--- src/rtl/pipeline_hazard_ctrl_if.sv ---
// rtl/pipeline_hazard_ctrl_if.sv - hazard controller signal bundle with master/slave views
interface pipeline_hazard_ctrl_if;
    logic        start_i;
    logic        mem_stall_i;
    logic [4:0]  ID_rs1_i;
    logic [4:0]  ID_rs2_i;
    logic        ID_EX_MemRead_i;
    logic [4:0]  ID_EX_rd_i;
    logic        branch_taken_i;
    logic        PCWrite_o;
    logic        IF_IDWrite_o;
    logic        IF_IDflush_o;
    logic        ID_EXnop_o;
    logic        freeze_o;
    logic        error_o;
    logic [15:0] stall_cnt_o;
    logic [15:0] flush_cnt_o;

    modport master (
        output start_i, mem_stall_i, ID_rs1_i, ID_rs2_i,
               ID_EX_MemRead_i, ID_EX_rd_i, branch_taken_i,
        input  PCWrite_o, IF_IDWrite_o, IF_IDflush_o, ID_EXnop_o,
               freeze_o, error_o, stall_cnt_o, flush_cnt_o
    );

    modport slave (
        input  start_i, mem_stall_i, ID_rs1_i, ID_rs2_i,
               ID_EX_MemRead_i, ID_EX_rd_i, branch_taken_i,
        output PCWrite_o, IF_IDWrite_o, IF_IDflush_o, ID_EXnop_o,
               freeze_o, error_o, stall_cnt_o, flush_cnt_o
    );
endinterface

--- src/rtl/pipeline_hazard_ctrl.sv ---
// rtl/pipeline_hazard_ctrl.sv - in-order pipeline hazard controller (stall, bubble, flush, timeout)
module pipeline_hazard_ctrl #(
    parameter int unsigned TIMEOUT = 16
) (
    input  logic                   clk_i,
    input  logic                   rst_i,
    pipeline_hazard_ctrl_if.slave  hz
);
    typedef enum logic [1:0] {S_IDLE, S_RUN, S_MEM_STALL, S_ERROR} state_t;

    state_t      state, state_nxt;
    logic [7:0]  tmo_cnt, tmo_nxt;
    logic [8:0]  tmo_inc;
    logic [15:0] stall_cnt, flush_cnt;
    logic        load_use;
    logic        pc_write, ifid_write, ifid_flush, idex_nop, freeze, stall_evt;

    assign load_use = hz.ID_EX_MemRead_i && (hz.ID_EX_rd_i != 5'd0) &&
                      ((hz.ID_EX_rd_i == hz.ID_rs1_i) || (hz.ID_EX_rd_i == hz.ID_rs2_i));

    assign tmo_inc = {1'b0, tmo_cnt} + 9'd1;

    always_ff @(posedge clk_i or negedge rst_i) begin
        if (!rst_i) begin
            state   <= S_IDLE;
            tmo_cnt <= 8'd0;
        end else begin
            state   <= state_nxt;
            tmo_cnt <= tmo_nxt;
        end
    end

    // RUN and MEM_STALL share one output decode so the first cycle after a
    // memory stall clears already behaves exactly like RUN.
    always_comb begin
        state_nxt  = state;
        tmo_nxt    = 8'd0;
        pc_write   = 1'b0;
        ifid_write = 1'b0;
        ifid_flush = 1'b0;
        idex_nop   = 1'b0;
        freeze     = 1'b0;
        stall_evt  = 1'b0;
        case (state)
            S_IDLE: begin
                if (hz.start_i) state_nxt = S_RUN;
            end
            S_RUN, S_MEM_STALL: begin
                if (!hz.start_i) begin
                    state_nxt = S_IDLE;
                end else if (hz.mem_stall_i) begin
                    freeze    = 1'b1;
                    stall_evt = 1'b1;
                    tmo_nxt   = tmo_inc[7:0];
                    state_nxt = (tmo_inc >= 9'(TIMEOUT)) ? S_ERROR : S_MEM_STALL;
                end else if (load_use) begin
                    idex_nop  = 1'b1;
                    stall_evt = 1'b1;
                    state_nxt = S_RUN;
                end else if (hz.branch_taken_i) begin
                    pc_write   = 1'b1;
                    ifid_write = 1'b1;
                    ifid_flush = 1'b1;
                    state_nxt  = S_RUN;
                end else begin
                    pc_write   = 1'b1;
                    ifid_write = 1'b1;
                    state_nxt  = S_RUN;
                end
            end
            S_ERROR: begin
                freeze  = 1'b1;
                tmo_nxt = tmo_cnt;
            end
            default: state_nxt = S_IDLE;
        endcase
    end

    always_ff @(posedge clk_i or negedge rst_i) begin
        if (!rst_i) begin
            stall_cnt <= 16'd0;
            flush_cnt <= 16'd0;
        end else begin
            if (stall_evt && (stall_cnt != 16'hFFFF)) stall_cnt <= stall_cnt + 16'd1;
            if (ifid_flush && (flush_cnt != 16'hFFFF)) flush_cnt <= flush_cnt + 16'd1;
        end
    end

    assign hz.PCWrite_o    = pc_write;
    assign hz.IF_IDWrite_o = ifid_write;
    assign hz.IF_IDflush_o = ifid_flush;
    assign hz.ID_EXnop_o   = idex_nop;
    assign hz.freeze_o     = freeze;
    assign hz.error_o      = (state == S_ERROR);
    assign hz.stall_cnt_o  = stall_cnt;
    assign hz.flush_cnt_o  = flush_cnt;
endmodule
--- src/flat_wrapper.sv ---
// flat-port wrapper written by rule: the top's interface ports become plain ports
module pipeline_hazard_ctrl_flat 
#(
    parameter int unsigned TIMEOUT = 16
)
  (clk_i, rst_i, hz_start_i, hz_mem_stall_i, hz_ID_rs1_i, hz_ID_rs2_i, hz_ID_EX_MemRead_i, hz_ID_EX_rd_i, hz_branch_taken_i, hz_PCWrite_o, hz_IF_IDWrite_o, hz_IF_IDflush_o, hz_ID_EXnop_o, hz_freeze_o, hz_error_o, hz_stall_cnt_o, hz_flush_cnt_o);
  pipeline_hazard_ctrl_if hz_i ();
  input  logic clk_i;
  input  logic rst_i;
  input wire logic [$bits(hz_i.start_i)-1:0] hz_start_i;
  input wire logic [$bits(hz_i.mem_stall_i)-1:0] hz_mem_stall_i;
  input wire logic [$bits(hz_i.ID_rs1_i)-1:0] hz_ID_rs1_i;
  input wire logic [$bits(hz_i.ID_rs2_i)-1:0] hz_ID_rs2_i;
  input wire logic [$bits(hz_i.ID_EX_MemRead_i)-1:0] hz_ID_EX_MemRead_i;
  input wire logic [$bits(hz_i.ID_EX_rd_i)-1:0] hz_ID_EX_rd_i;
  input wire logic [$bits(hz_i.branch_taken_i)-1:0] hz_branch_taken_i;
  output wire logic [$bits(hz_i.PCWrite_o)-1:0] hz_PCWrite_o;
  output wire logic [$bits(hz_i.IF_IDWrite_o)-1:0] hz_IF_IDWrite_o;
  output wire logic [$bits(hz_i.IF_IDflush_o)-1:0] hz_IF_IDflush_o;
  output wire logic [$bits(hz_i.ID_EXnop_o)-1:0] hz_ID_EXnop_o;
  output wire logic [$bits(hz_i.freeze_o)-1:0] hz_freeze_o;
  output wire logic [$bits(hz_i.error_o)-1:0] hz_error_o;
  output wire logic [$bits(hz_i.stall_cnt_o)-1:0] hz_stall_cnt_o;
  output wire logic [$bits(hz_i.flush_cnt_o)-1:0] hz_flush_cnt_o;
  assign hz_i.start_i = hz_start_i;
  assign hz_i.mem_stall_i = hz_mem_stall_i;
  assign hz_i.ID_rs1_i = hz_ID_rs1_i;
  assign hz_i.ID_rs2_i = hz_ID_rs2_i;
  assign hz_i.ID_EX_MemRead_i = hz_ID_EX_MemRead_i;
  assign hz_i.ID_EX_rd_i = hz_ID_EX_rd_i;
  assign hz_i.branch_taken_i = hz_branch_taken_i;
  assign hz_PCWrite_o = hz_i.PCWrite_o;
  assign hz_IF_IDWrite_o = hz_i.IF_IDWrite_o;
  assign hz_IF_IDflush_o = hz_i.IF_IDflush_o;
  assign hz_ID_EXnop_o = hz_i.ID_EXnop_o;
  assign hz_freeze_o = hz_i.freeze_o;
  assign hz_error_o = hz_i.error_o;
  assign hz_stall_cnt_o = hz_i.stall_cnt_o;
  assign hz_flush_cnt_o = hz_i.flush_cnt_o;
  pipeline_hazard_ctrl #(.TIMEOUT(TIMEOUT)) u_core (.clk_i(clk_i), .rst_i(rst_i), .hz(hz_i));
endmodule
--- config.mk ---
export PLATFORM = sky130hd
export DESIGN_NAME = pipeline_hazard_ctrl_flat
export DESIGN_NICKNAME = d
export VERILOG_FILES = /design/src/rtl/pipeline_hazard_ctrl_if.sv /design/src/rtl/pipeline_hazard_ctrl.sv /design/src/flat_wrapper.sv
export SDC_FILE = /design/constraint.sdc
export NUM_CORES = 1
export LEC_CHECK = 0
export ABC_AREA = 1
export CORE_ASPECT_RATIO = 0.5
export CORE_MARGIN = 1
export CORE_UTILIZATION = 56
export DETAILED_ROUTE_END_ITERATION = 12
export GPL_ROUTABILITY_DRIVEN = 0
export GPL_TIMING_DRIVEN = 0
export PLACE_DENSITY = 0.95
export SYNTH_ARGS = -nofsm -noshare
export SYNTH_HDL_FRONTEND = slang
export SYNTH_SLANG_ARGS = --single-unit
--- constraint.sdc ---
create_clock -name clk_i -period 5.35 [get_ports clk_i]
set_clock_uncertainty 0.05 [all_clocks]
set_input_delay 0.535 -clock clk_i [delete_from_list [all_inputs] [get_ports clk_i]]
set_output_delay 0.535 -clock clk_i [all_outputs]
set_load 0.01 [all_outputs]
==> Word-level counts from Yosys, hierarchy flattened <==
Index checks and enable logic that the tools add are counted.
{ "totals": {"regBits": 42, "in_bits": 21, "output_inout_bits": 38} }
{ "classes": {"n_addsub": 3, "magnitude_cmp": 1, "n_eq_ne": 8, "mux": 27, "n_reduce_logical": 10} }
{ "op_table": {"columns": ["operator", "n"], "rows": [
  ["16-bit by 1-bit adder with 16-bit output (second input constant)", 2],
  ["16-bit != test (second input constant)", 2],
  ["1-bit two-way mux", 19],
  ["8-bit two-way mux", 2],
  ["8-bit case mux with 2 select lines", 1],
  ["5-bit == test", 2],
  ["8-bit by 1-bit adder with 9-bit output (second input constant)", 1],
  ["9-bit by 5-bit >= comparator with 1-bit output (second input constant)", 1],
  ["2-bit two-way mux", 3],
  ["5-bit nonzero test", 1],
  ["2-bit == test (second input constant)", 2],
  ["1-bit logical AND", 4],
  ["2-bit case mux with 2 select lines", 1],
  ["2-bit by 1-bit == test with 1-bit output (second input constant)", 1],
  ["2-bit logical NOT", 1],
  ["2-bit != test (second input constant)", 1],
  ["1-bit case mux with 2 select lines", 1],
  ["2-bit AND reduction", 1],
  ["2-bit nonzero test", 1],
  ["2-bit OR reduction", 1],
  ["1-bit logical OR", 1]
]} }

==> Longest topological paths before layout <==
{ "depth": {"depth_word": 8, "mapped_depth": 12, "mapped_depth_nobuf": 11} }

==> Least setup slack after synthesis <==
No wires, ideal clock.
{ "synth_path": {"kind": "flip-flop to output port", "from": "register u_core.state[0]", "to": "output hz_PCWrite_o", "arrival_time_ps": 1679, "t_required_ps": 4765, "slack_ps": 3086, "stages_incl_launch_ff": 9, "path_buffers": 2, "cell_sequence": "dfrtp_1 -> inv_1 -> ha_1 -> nand2_1 -> nor2_1 -> inv_1 -> a21oi_2 -> buf_2 -> buf_4"} }
{ "synth_via": {"elab_chain_cells": 3} }
{ "synth_rtl": {"columns": ["element", "line", "text"], "rows": [
  ["start, declared", "pipeline_hazard_ctrl.sv:11", "state_t state, state_nxt;"],
  ["start signal, assigned", "pipeline_hazard_ctrl.sv:28", "state <= state_nxt;"],
  ["2-bit by 1-bit == test with 1-bit output or 2-bit == test (tied branches)", null, null],
  ["2-bit OR reduction *", null, null],
  ["1-bit two-way mux *", null, null],
  ["end, declared", "flat_wrapper.sv:17", "output wire logic [$bits(hz_i.PCWrite_o)-1:0] hz_PCWrite_o;"]
]} }
Every way passes the cells marked *; elsewhere a longest branch is shown, timed or not.

==> Final worst setup path <==
{ "layout_path": {"from": "input hz_ID_EX_rd_i[4]", "to": "output hz_PCWrite_o"} }
{ "layout_via": {"elab_chain_cells": 7} }
{ "layout_rtl": {"columns": ["element", "line", "text"], "rows": [
  ["start, declared", "flat_wrapper.sv:15", "input wire logic [$bits(hz_i.ID_EX_rd_i)-1:0] hz_ID_EX_rd_i;"],
  ["5-bit == test or 5-bit nonzero test (tied branches)", "pipeline_hazard_ctrl.sv:19, pipeline_hazard_ctrl.sv:18", null],
  ["1-bit logical OR or 1-bit logical AND (tied branches)", "pipeline_hazard_ctrl.sv:19, pipeline_hazard_ctrl.sv:18", null],
  ["1-bit logical AND *", "pipeline_hazard_ctrl.sv:18", "assign load_use = hz.ID_EX_MemRead_i && (hz.ID_EX_rd_i != 5'd0) &&"],
  ["1-bit two-way mux *", "pipeline_hazard_ctrl.sv:56", "end else if (load_use) begin"],
  ["1-bit two-way mux *", "pipeline_hazard_ctrl.sv:51", "end else if (hz.mem_stall_i) begin"],
  ["1-bit two-way mux *", "pipeline_hazard_ctrl.sv:49", "if (!hz.start_i) begin"],
  ["1-bit two-way mux *", "pipeline_hazard_ctrl.sv:44", "case (state)"]
]} }
Marked as above.

==> metrics.cfg <==
[placed_design]
dpl_worst_slack_ns = 1.99
place_hpwl_um = 4970
io_buffers = 57
placed_area_mm2 = 0.00351

[worst_setup_path]
path_depth = 10
startpoint_type = primary input
setup.worst_path.class = primary input to primary output
critPathBufInv = 4
reg2reg_from = u_core.state[0]$_DFFE_PN0P_
crit_family = buffers and inverters
required_ns = 4.76
worstPathArrival_ns = 2.83
slowest_stage = clkdlybuf4s50_1
r2r_end = u_core.hz.flush_cnt_o[1]$_DFFE_PN0P_
reg2reg_setup_slack_ns = 3.15
critPathMaxFanout = 11
crit_path_max_incr_delay_ns = 0.58
crit_top_cell = nand2_1
rr_worst_depth = 9
critPathCaptureType = primary output
critical_path.cell_chain = clkdlybuf4s50_1 -> nand2_1 -> nand2_1 -> nor2_1 -> nand3_1 -> nand2_1 -> a21oi_2 -> buf_2 -> buf_4 -> clkdlybuf4s50_1

[routing]
drtIter0Drc = 194
firstDrtPassIters = 5
wl_um = 6890
route.detailed.drc = 0
wl_per_cell_um = 13.2
via_per_inst = 5.41
antenna_left = 0
vias = 2824

[final_layout]
area_growth_pct = 26.9
fill_cells = 317
post-route-util_pct = 77.7
fin_area_mm2 = 0.00360
diodes = 0
drive_above_1_share_pct = 7.24
final_common_cell = nand2_1
nNetsFinal = 482
multi_input_area_mm2 = 0.00155
mostFrequentLayoutCells = 131 x nand2_1, 56 x clkdlybuf4s50_1, 46 x inv_1
seqCellArea_mm2 = 0.00105

[timing]
timing.hold.ws_ns = 0.0478
fin_crit_sh_pct = 63.9
rsz0062_at_grt = false
hold_viol_final = 0
finalSetupViolations = 0
relSlewSlack_pct = 68.0
slew_viol_final = 0
worst_pin_slew_ns = 0.480
timing.fmax_mhz = 292
fin_ws_ns = 1.93
fin_tns_setup_ns = 0
min_period_ns = 3.42

[clock_network]
clkSlewWorstSetupHoldPaths_ns = 0.08
clock-root-buffer = clkbuf_8
post_cts.repair.setup_buffers = 0
cts_tree = built
cts_num_sinks = 42
htree_levels = 2
cts_buffers = 5
clkLatencyLatePin_ns = 0.30
cts_hold_buffers = 0
cts-resized-gates = 0
clockBufferDepth = 2

[power_and_ir_drop]
power_frac_comb_pct = 35.0
p_sw_w = 0.000348
seqPwrFrac_pct = 41.8
internal_power_w = 0.000606
peakVddDrop_mv = 0.137
power.density_mw_per_mm2 = 265
leakage_nw = 1.78
p_sw_share_pct = 36.5
p_clk_share_pct = 23.2

[min_path]
min_path_type = primary input to async pin

[logic_synthesis]
synth_cells = 390
yosysWarnings = 0
synth_top_area_share_pct = 37.0
synth_area_leaders = dfrtp_1 37%, nand2_1 17%, xor2_1 6.8%
syn_area_mm2 = 0.00284
ys_types = 35
avgSynthCellArea_um2 = 7.28
synth_fp_nets = 417
seq_area_frac_synth_pct = 37.0
yosys.area.top_type = dfrtp_1
synth-seq-cells = 42

[floorplanning]
core_region_area_mm2 = 0.00464
dieWidth_um = 103
floorplan.rows = 17
start_util_pct = 61.2
io_pins = 59
die_area_mm2 = 0.00537
die_h_um = 52.3

[global_routing]
grt_use_total_pct = 28.4
grt_max_degree = 34
overflow = 0
grt_pass1_wl_um = 11600
grt_pass1_vias = 2626
antenna_found_initial = 0

[status]
run_status = complete, no violations

[job]
drv_cap = 0

-- cell families after synthesis --
| family | synth area share, % |
|---|---|
| AO/OA/AOI/OAI | 2.25 |
| XOR/XNOR | 9.57 |
| adder cells (fa/ha/maj) | 2.65 |
| buffers and inverters | 8.38 |
| flip-flops | 37.0 |
| AND/OR/NAND/NOR | 40.1 |
-- metal layers --
layer  part of all wire [%]  vias up  global-route usage (%)
met2                     47      131                    47.7
met4                    2.4        0                    12.1
li1                       -     1364                       -
met5                      0        -                       0
met1                     43     1305                    35.3
met3                    8.0       24                    7.07
-- stage by stage --
stage / power, W / std cells
global placement: 0.000718 / 513
detailed placement: 0.000737 / 514
CTS: 0.000953 / 522
floorplan: 0.000591 / 390
global route: 0.00101 / 522
finish: 0.000955 / 522
-- power by group through the flow --
| stage | registers [W] | logic (W) | clock network, W |
|---|---|---|---|
| finish | 0.000399 | 0.000334 | 0.000222 |
| global route | 0.000404 | 0.000371 | 0.000239 |
| CTS | 0.000397 | 0.000335 | 0.000221 |
| detailed placement | 0.000404 | 0.000334 | 0 |
| global placement | 0.000401 | 0.000317 | 0 |
| floorplan | 0.000405 | 0.000186 | 0 |
-- sequential cells by signal (all words and copies together) (netlist names) --
signal,count
u_core.hz.stall_cnt_o,16
u_core.tmo_cnt,8
u_core.state,2
u_core.hz.flush_cnt_o,16
-- how the worst max path moves through the flow --
stage | to | slack, ns | start
2_1_floorplan | hz_PCWrite_o | 3.09 | u_core.state[0]$_DFFE_PN0P_
3_3_place_gp | hz_PCWrite_o | 2.04 | hz_start_i
3_5_place_dp | hz_PCWrite_o | 1.99 | hz_ID_EX_rd_i[4]
4_1_cts | hz_PCWrite_o | 1.98 | hz_ID_EX_rd_i[4]
5_1_grt | hz_PCWrite_o | 1.83 | u_core.state[0]$_DFFE_PN0P_
6_report | hz_PCWrite_o | 1.93 | hz_ID_EX_rd_i[4]
-- cell usage after synthesis --
cell	number
nor3b_1	1
nand3_1	33
a21oi_2	1
buf_4	1
nor2_1	33
nor2_4	2
xor2_1	22
nor3_4	1
and3_1	1
nand4_1	20
xnor2_1	9
inv_2	2
buf_1	1
o21ai_0	3
nand2_2	3
nor3b_4	1
o21ai_1	1
nand3b_1	2
clkbuf_1	1
nand2_4	2
a21oi_1	2
buf_6	2
nor3_1	8
inv_1	46
nand3_4	1
ha_1	6
nand4_4	1
nor3_2	1
nand2_1	131
dfrtp_1	42
a31oi_1	1
o22ai_1	3
nand3_2	1
buf_2	4
or2_0	1
-- final cells by class --
class / count / area share [%]
buffer: 9 / 1.60
clock buffer: 6 / 2.29
clock inverter: 2 / 0.347
inverter: 48 / 5.00
multi-input combinational: 291 / 43.0
sequential: 42 / 29.2
tap: 66 / 2.29
timing repair buffer: 58 / 16.3
Power figures use the tool's default switching activity.
